File: src/rtl/lif_membrane_integrator_if.sv
// Sample/parameter bus into the LIF membrane integrator and its
// spike, potential and refractory outputs.
interface lif_membrane_integrator_if #(
    parameter int N_STAGE   = 6,
    parameter int U_WIDTH   = 12,
    parameter int REFRACT_W = 3
);
    logic                        in_valid;
    logic signed [N_STAGE+1:0]   sum_in;
    logic        [2:0]           leak_shift;
    logic        [U_WIDTH-2:0]   threshold;
    logic        [REFRACT_W-1:0] refractory_period;
    logic                        spike;
    logic signed [U_WIDTH-1:0]   u_out;
    logic                        refractory;

    modport master (
        output in_valid,
        output sum_in,
        output leak_shift,
        output threshold,
        output refractory_period,
        input  spike,
        input  u_out,
        input  refractory
    );

    modport slave (
        input  in_valid,
        input  sum_in,
        input  leak_shift,
        input  threshold,
        input  refractory_period,
        output spike,
        output u_out,
        output refractory
    );
endinterface

File: src/rtl/lif_membrane_integrator.sv
// Leaky integrate-and-fire membrane stage: shift leak, saturating
// integration, reset-by-subtraction firing and refractory hold-off.
module lif_membrane_integrator #(
    parameter int N_STAGE   = 6,
    parameter int U_WIDTH   = 12,
    parameter int REFRACT_W = 3
) (
    input  logic clk,
    input  logic reset,
    lif_membrane_integrator_if.slave bus
);
    localparam int SW = N_STAGE + 2;
    localparam int W  = U_WIDTH + 2;

    localparam logic signed [W-1:0] UMAX_W =
        {3'b000, {(U_WIDTH-1){1'b1}}};
    localparam logic signed [W-1:0] UMIN_W =
        {3'b111, {(U_WIDTH-1){1'b0}}};
    localparam logic signed [U_WIDTH-1:0] UMAX =
        {1'b0, {(U_WIDTH-1){1'b1}}};
    localparam logic signed [U_WIDTH-1:0] UMIN =
        {1'b1, {(U_WIDTH-1){1'b0}}};

    typedef enum logic {
        ST_INTEGRATE,
        ST_REFRACTORY
    } state_e;

    logic signed [U_WIDTH-1:0]   u_q, u_d;
    logic        [REFRACT_W-1:0] rcnt_q, rcnt_d;
    logic                        spike_q, spike_d;

    state_e                      state;
    logic signed [W-1:0]         u_ext;
    logic signed [W-1:0]         sum_ext;
    logic signed [W-1:0]         leak;
    logic signed [W-1:0]         raw;
    logic signed [W-1:0]         thr_ext;
    logic signed [W-1:0]         sat_ext;
    logic signed [U_WIDTH-1:0]   sat;
    logic signed [U_WIDTH-1:0]   thr_u;
    logic                        fire;

    // Operating mode follows directly from the refractory counter.
    always_comb begin
        state = (rcnt_q != '0) ? ST_REFRACTORY : ST_INTEGRATE;
    end

    // Leak, integrate and saturate in a widened signed domain.
    always_comb begin
        u_ext   = {{2{u_q[U_WIDTH-1]}}, u_q};
        sum_ext = {{(W-SW){bus.sum_in[SW-1]}}, bus.sum_in};
        thr_ext = {3'b000, bus.threshold};
        thr_u   = {1'b0, bus.threshold};
        leak    = '0;
        if (bus.leak_shift != 3'd0) begin
            leak = u_ext >>> bus.leak_shift;
        end
        raw = u_ext - leak;
        if (state == ST_INTEGRATE) begin
            raw = raw + sum_ext;
        end
        if (raw > UMAX_W) begin
            sat = UMAX;
        end else if (raw < UMIN_W) begin
            sat = UMIN;
        end else begin
            sat = raw[U_WIDTH-1:0];
        end
        sat_ext = {{2{sat[U_WIDTH-1]}}, sat};
        fire    = (state == ST_INTEGRATE)
                && (bus.threshold != '0)
                && (sat_ext >= thr_ext);
    end

    // Next-state selection; idle cycles hold u and rcnt.
    always_comb begin
        u_d     = u_q;
        rcnt_d  = rcnt_q;
        spike_d = 1'b0;
        if (bus.in_valid) begin
            if (fire) begin
                u_d     = sat - thr_u;
                rcnt_d  = bus.refractory_period;
                spike_d = 1'b1;
            end else begin
                u_d = sat;
                if (state == ST_REFRACTORY) begin
                    rcnt_d = rcnt_q - 1'b1;
                end
            end
        end
    end

    // State registers with synchronous reset taking priority.
    always_ff @(posedge clk) begin
        if (reset) begin
            u_q     <= '0;
            rcnt_q  <= '0;
            spike_q <= 1'b0;
        end else begin
            u_q     <= u_d;
            rcnt_q  <= rcnt_d;
            spike_q <= spike_d;
        end
    end

    assign bus.u_out      = u_q;
    assign bus.spike      = spike_q;
    assign bus.refractory = (rcnt_q != '0);
endmodule
File: src/flat_wrapper.sv
// flat-port wrapper written by rule: the top's interface ports become plain ports
module lif_membrane_integrator_flat 
#(
    parameter int N_STAGE   = 6,
    parameter int U_WIDTH   = 12,
    parameter int REFRACT_W = 3
)
  (clk, reset, bus_in_valid, bus_sum_in, bus_leak_shift, bus_threshold, bus_refractory_period, bus_spike, bus_u_out, bus_refractory);
  lif_membrane_integrator_if #(.N_STAGE(N_STAGE), .U_WIDTH(U_WIDTH), .REFRACT_W(REFRACT_W)) bus_i ();
  input  logic clk;
  input  logic reset;
  input wire logic [$bits(bus_i.in_valid)-1:0] bus_in_valid;
  input wire logic [$bits(bus_i.sum_in)-1:0] bus_sum_in;
  input wire logic [$bits(bus_i.leak_shift)-1:0] bus_leak_shift;
  input wire logic [$bits(bus_i.threshold)-1:0] bus_threshold;
  input wire logic [$bits(bus_i.refractory_period)-1:0] bus_refractory_period;
  output wire logic [$bits(bus_i.spike)-1:0] bus_spike;
  output wire logic [$bits(bus_i.u_out)-1:0] bus_u_out;
  output wire logic [$bits(bus_i.refractory)-1:0] bus_refractory;
  assign bus_i.in_valid = bus_in_valid;
  assign bus_i.sum_in = bus_sum_in;
  assign bus_i.leak_shift = bus_leak_shift;
  assign bus_i.threshold = bus_threshold;
  assign bus_i.refractory_period = bus_refractory_period;
  assign bus_spike = bus_i.spike;
  assign bus_u_out = bus_i.u_out;
  assign bus_refractory = bus_i.refractory;
  lif_membrane_integrator #(.N_STAGE(N_STAGE), .U_WIDTH(U_WIDTH), .REFRACT_W(REFRACT_W)) u_core (.clk(clk), .reset(reset), .bus(bus_i));
endmodule
File: config.mk
export PLATFORM = sky130hd
export DESIGN_NAME = lif_membrane_integrator_flat
export DESIGN_NICKNAME = d
export VERILOG_FILES = /design/src/rtl/lif_membrane_integrator_if.sv /design/src/rtl/lif_membrane_integrator.sv /design/src/flat_wrapper.sv
export SDC_FILE = /design/constraint.sdc
export NUM_CORES = 1
export LEC_CHECK = 0
export CAP_MARGIN = 20
export CELL_PAD_IN_SITES_DETAIL_PLACEMENT = 1
export CELL_PAD_IN_SITES_GLOBAL_PLACEMENT = 2
export CORE_UTILIZATION = 30
export CTS_CLUSTER_DIAMETER = 100
export CTS_CLUSTER_SIZE = 14
export DETAILED_ROUTE_END_ITERATION = 10
export HOLD_SLACK_MARGIN = 0.02
export PLACE_DENSITY = 0.85
export REMOVE_ABC_BUFFERS = 1
export SLEW_MARGIN = 20
export SYNTH_ARGS = -nofsm -noshare
export SYNTH_HDL_FRONTEND = slang
export SYNTH_SLANG_ARGS = --single-unit
File: constraint.sdc
create_clock -name clk -period 23.7 [get_ports clk]
set_input_delay 4.74 -clock clk [delete_from_list [all_inputs] [get_ports clk]]
set_output_delay 4.74 -clock clk [all_outputs]
set_load 0.005 [all_outputs]
==> impl_metrics.yaml <==
worst_setup_path:
  slowest_stage: "clkdlybuf4s50_1"
  r2r_setup_slack_ps: 15580
  crit_path_start: "bus_leak_shift[0]"
  path_max_fanout: 16
  crit_required_ps: 23850
  worstSetupPathType: "in2reg"
  rr_startpoint: "u_core.bus.u_out[6]"
  rr_worst_depth: 35
  cp-start-kind: "primary input"
  worstSetupEndpoint: "u_core.bus.u_out[8]"
  reg2reg_to: "u_core.bus.u_out[8]"
  critPathMaxStageDelay_ps: 900
  arrival_ps: 13360
  crit_path_end_kind: "flop"
sta:
  setup_ws_ps: 10500
  period_needed_ps: 13200
  tightest_slew_ps: 838
  hold_violations: 0
  max_freq_ghz: 0.0757
  setup_tns_ps: 0
  finalSetupViolCount: 0
  finalClockSkew_ps: 7.68
  rsz0062_at_grt: "false"
  slew_headroom_pct: 44.0
  period_share_pct: 55.7
  maxSlewViolCount: 0
floorplan:
  die_w_microns: 103
  initial_core_util_pct: 31.3
  core_area_sq_mm: 0.00986
  pin_count: 42
  die_y_microns: 103
  core.rowCount: 36
  fp.dieArea_sq_mm: 0.0107
route:
  wirelength_microns: 10200
  drc_errors: 0
  first_iter_violations: 151
  dr.pass1.iters: 4
  vias: 3282
  antenna_left: 0
  wl_per_cell_microns: 17.1
  vias_per_cell: 5.50
yosys:
  syn_inst: 432
  yosysWarningCount: 0
  ys.flop_type: "dfxtp_1"
  ys_ff_latch: 16
  ys_async_sr_fraction_pct: 0
  yosysUniqueCellTypes: 62
  syn_area_sq_mm: 0.00309
  avgSynthCellArea_sq_um: 7.14
  synth_edf_count: 0
  synth-seq-area-share_pct: 10.4
place:
  portBuffers: 41
  place_congestion: 0.829
  place_ws_ps: 10260
  dp_hpwl_microns: 8510
status:
  status: "finished, final reports clean"
clock_network:
  cts_hold_buf: 0
  cts_root_buffer: "clkbuf_8"
  cts_resized: 0
  cts.sinks: 16
  clock_latency_ps: 260
  cts_tree: "done"
  cts.path.max_buffers: 2
  cts_inserted_buffers: 3
  post-cts-setup-buffers: 0
  clk_pin_slew_worst_paths_ps: 60
  htreeDepth: 1
final_layout:
  area_delta_synth_final_pct: 19.2
  drive_above_1_share_pct: 5.39
  regArea_sq_um: 320
  multi_input_area_sq_mm: 0.00257
  nets: 534
  nFillCells: 1228
  num_antenna_cells: 0
global_routing:
  grt_max_degree: 25
  grt_pass1_wl_microns: 17000
  grt-ovfl-total: 0
  antenna_found_initial: 0
  grt_use_total_pct: 20.2
  grt_pass1_vias: 3276
min_path:
  hold_path_class: "reg2reg"
job:
  max_cap_viol_count: 0
layout make-up:
| cell class | count | share of cell area, % |
|---|---|---|
| flip-flops and latches | 16 | 8.71 |
| clock buffers | 4 | 1.50 |
| inverters | 35 | 3.57 |
| well taps | 133 | 4.53 |
| repair buffers | 44 | 11.8 |
| multi-input cells | 365 | 69.9 |
critical path: cells and delay by family:
| kind | cells | cell delay [ps] |
|---|---|---|
| muxes | 1 | 420 |
| buffers and inverters | 3 | 1170 |
| xor gates and xnor gates | 1 | 160 |
| adders and majority gates | 4 | 1240 |
| AOI/OAI and AO/OA | 18 | 4200 |
| and+or+nand+nor | 9 | 1450 |
worst min-delay path by stage:
stage / start / to / slack [ps] / depth (start not counted)
6_report: u_core.rcnt_q[0] / u_core.rcnt_q[0] / 460 / 2
5_1_grt: u_core.rcnt_q[0] / u_core.rcnt_q[0] / 490 / 2
4_1_cts: u_core.rcnt_q[0] / u_core.rcnt_q[0] / 470 / 2
3_5_place_dp: u_core.rcnt_q[0] / u_core.rcnt_q[0] / 460 / 2
3_3_place_gp: u_core.rcnt_q[0] / u_core.rcnt_q[0] / 440 / 2
2_1_floorplan: u_core.rcnt_q[0] / u_core.rcnt_q[0] / 430 / 2
flip-flops by register name (all words and copies together), names as in the netlist:
| signal | cells |
|---|---|
| u_core.bus.spike | 1 |
| u_core.bus.u_out | 12 |
| u_core.rcnt_q | 3 |
cells in the final DEF (no fill, tap or decap), types with 3 or more instances in the layout:
cell	n
a211oi_1	10
a21o_1	6
a21oi_1	40
a221o_1	4
a22oi_1	4
a31oi_1	3
and2_1	4
and3_1	6
buf_4	3
clkbuf_8	4
clkdlybuf4s50_1	41
dfxtp_1	16
fa_1	3
ha_1	38
inv_1	35
mux2_2	6
mux2i_1	6
nand2_1	44
nand2b_1	7
nand3_1	10
nand4_1	4
nor2_1	35
nor2b_1	5
nor3_1	8
nor3b_1	3
nor4_1	3
o211ai_1	6
o21a_1	10
o21ai_0	25
o21ai_1	6
o21bai_1	5
o221ai_1	3
o22ai_1	4
xnor2_1	14
xor2_1	11
synth_stat cells, drive strengths merged (2+ instances only):
| cell | instances | share of area [%] |
|---|---|---|
| nor4 | 3 | 0.61 |
| a221o | 4 | 1.3 |
| nor3 | 8 | 1.3 |
| nor2 | 36 | 4.5 |
| o221ai | 3 | 0.85 |
| clkbuf | 13 | 1.6 |
| and2 | 5 | 1.1 |
| nor2b | 5 | 1.0 |
| a22oi | 4 | 0.97 |
| o21a | 10 | 2.4 |
| nand2b | 7 | 1.4 |
| nand2 | 45 | 5.6 |
| xor2 | 11 | 3.1 |
| mux2 | 6 | 2.2 |
| or3 | 2 | 0.41 |
| a21o | 6 | 1.5 |
| a21bo | 2 | 0.65 |
| or2 | 2 | 0.41 |
| fa | 3 | 1.9 |
| mux2i | 6 | 1.9 |
| o21ai | 31 | 5.0 |
| nand3 | 10 | 1.6 |
| nor3b | 3 | 0.73 |
| xnor2 | 14 | 4.0 |
| a31oi | 3 | 0.61 |
| o311ai | 3 | 1.3 |
| o31a | 2 | 0.57 |
| ha | 38 | 15 |
| o22ai | 4 | 0.81 |
| buf | 3 | 0.45 |
| a21oi | 40 | 6.5 |
| nand4 | 4 | 0.81 |
| inv | 35 | 4.3 |
| a211oi | 13 | 3.9 |
| o21bai | 5 | 1.2 |
| and3 | 6 | 1.2 |
| dfxtp | 16 | 10 |
| o211ai | 6 | 1.5 |
per-stage QoR:
step / cells / hold slack [ps] / area [sq um] / utilization, %
after floorplan: 416 / 430 / 3020 / -
after CTS: 597 / 468 / 3680 / 37.3
after detailed placement: 593 / 459 / 3620 / 36.7
after global routing: 597 / 489 / 3680 / 37.3
final: 597 / 465 / 3680 / 37.3
after global placement: 593 / 444 / 3620 / 36.7
cell families after synthesis:
family | share of synthesized area, %
XOR/XNOR | 7.10
buffers and inverters | 6.29
multiplexers | 4.14
AND/OR/NAND/NOR | 21.2
flip-flops | 10.4
adder cells (fa/ha/maj) | 17.4
AO/OA/AOI/OAI | 33.5
metal layers:
metal | wire length [microns] | up-vias | global-route usage, %
met2 | 4900 | 52 | 34.7
met3 | 332 | 5 | 1.81
met5 | 0 | - | 0
met4 | 38 | 0 | 2.17
met1 | 4970 | 1593 | 28.1
li1 | - | 1632 | -
Power is not shown: default switching activity piles up to over one toggle a cycle in this logic, so the estimate is an artifact.
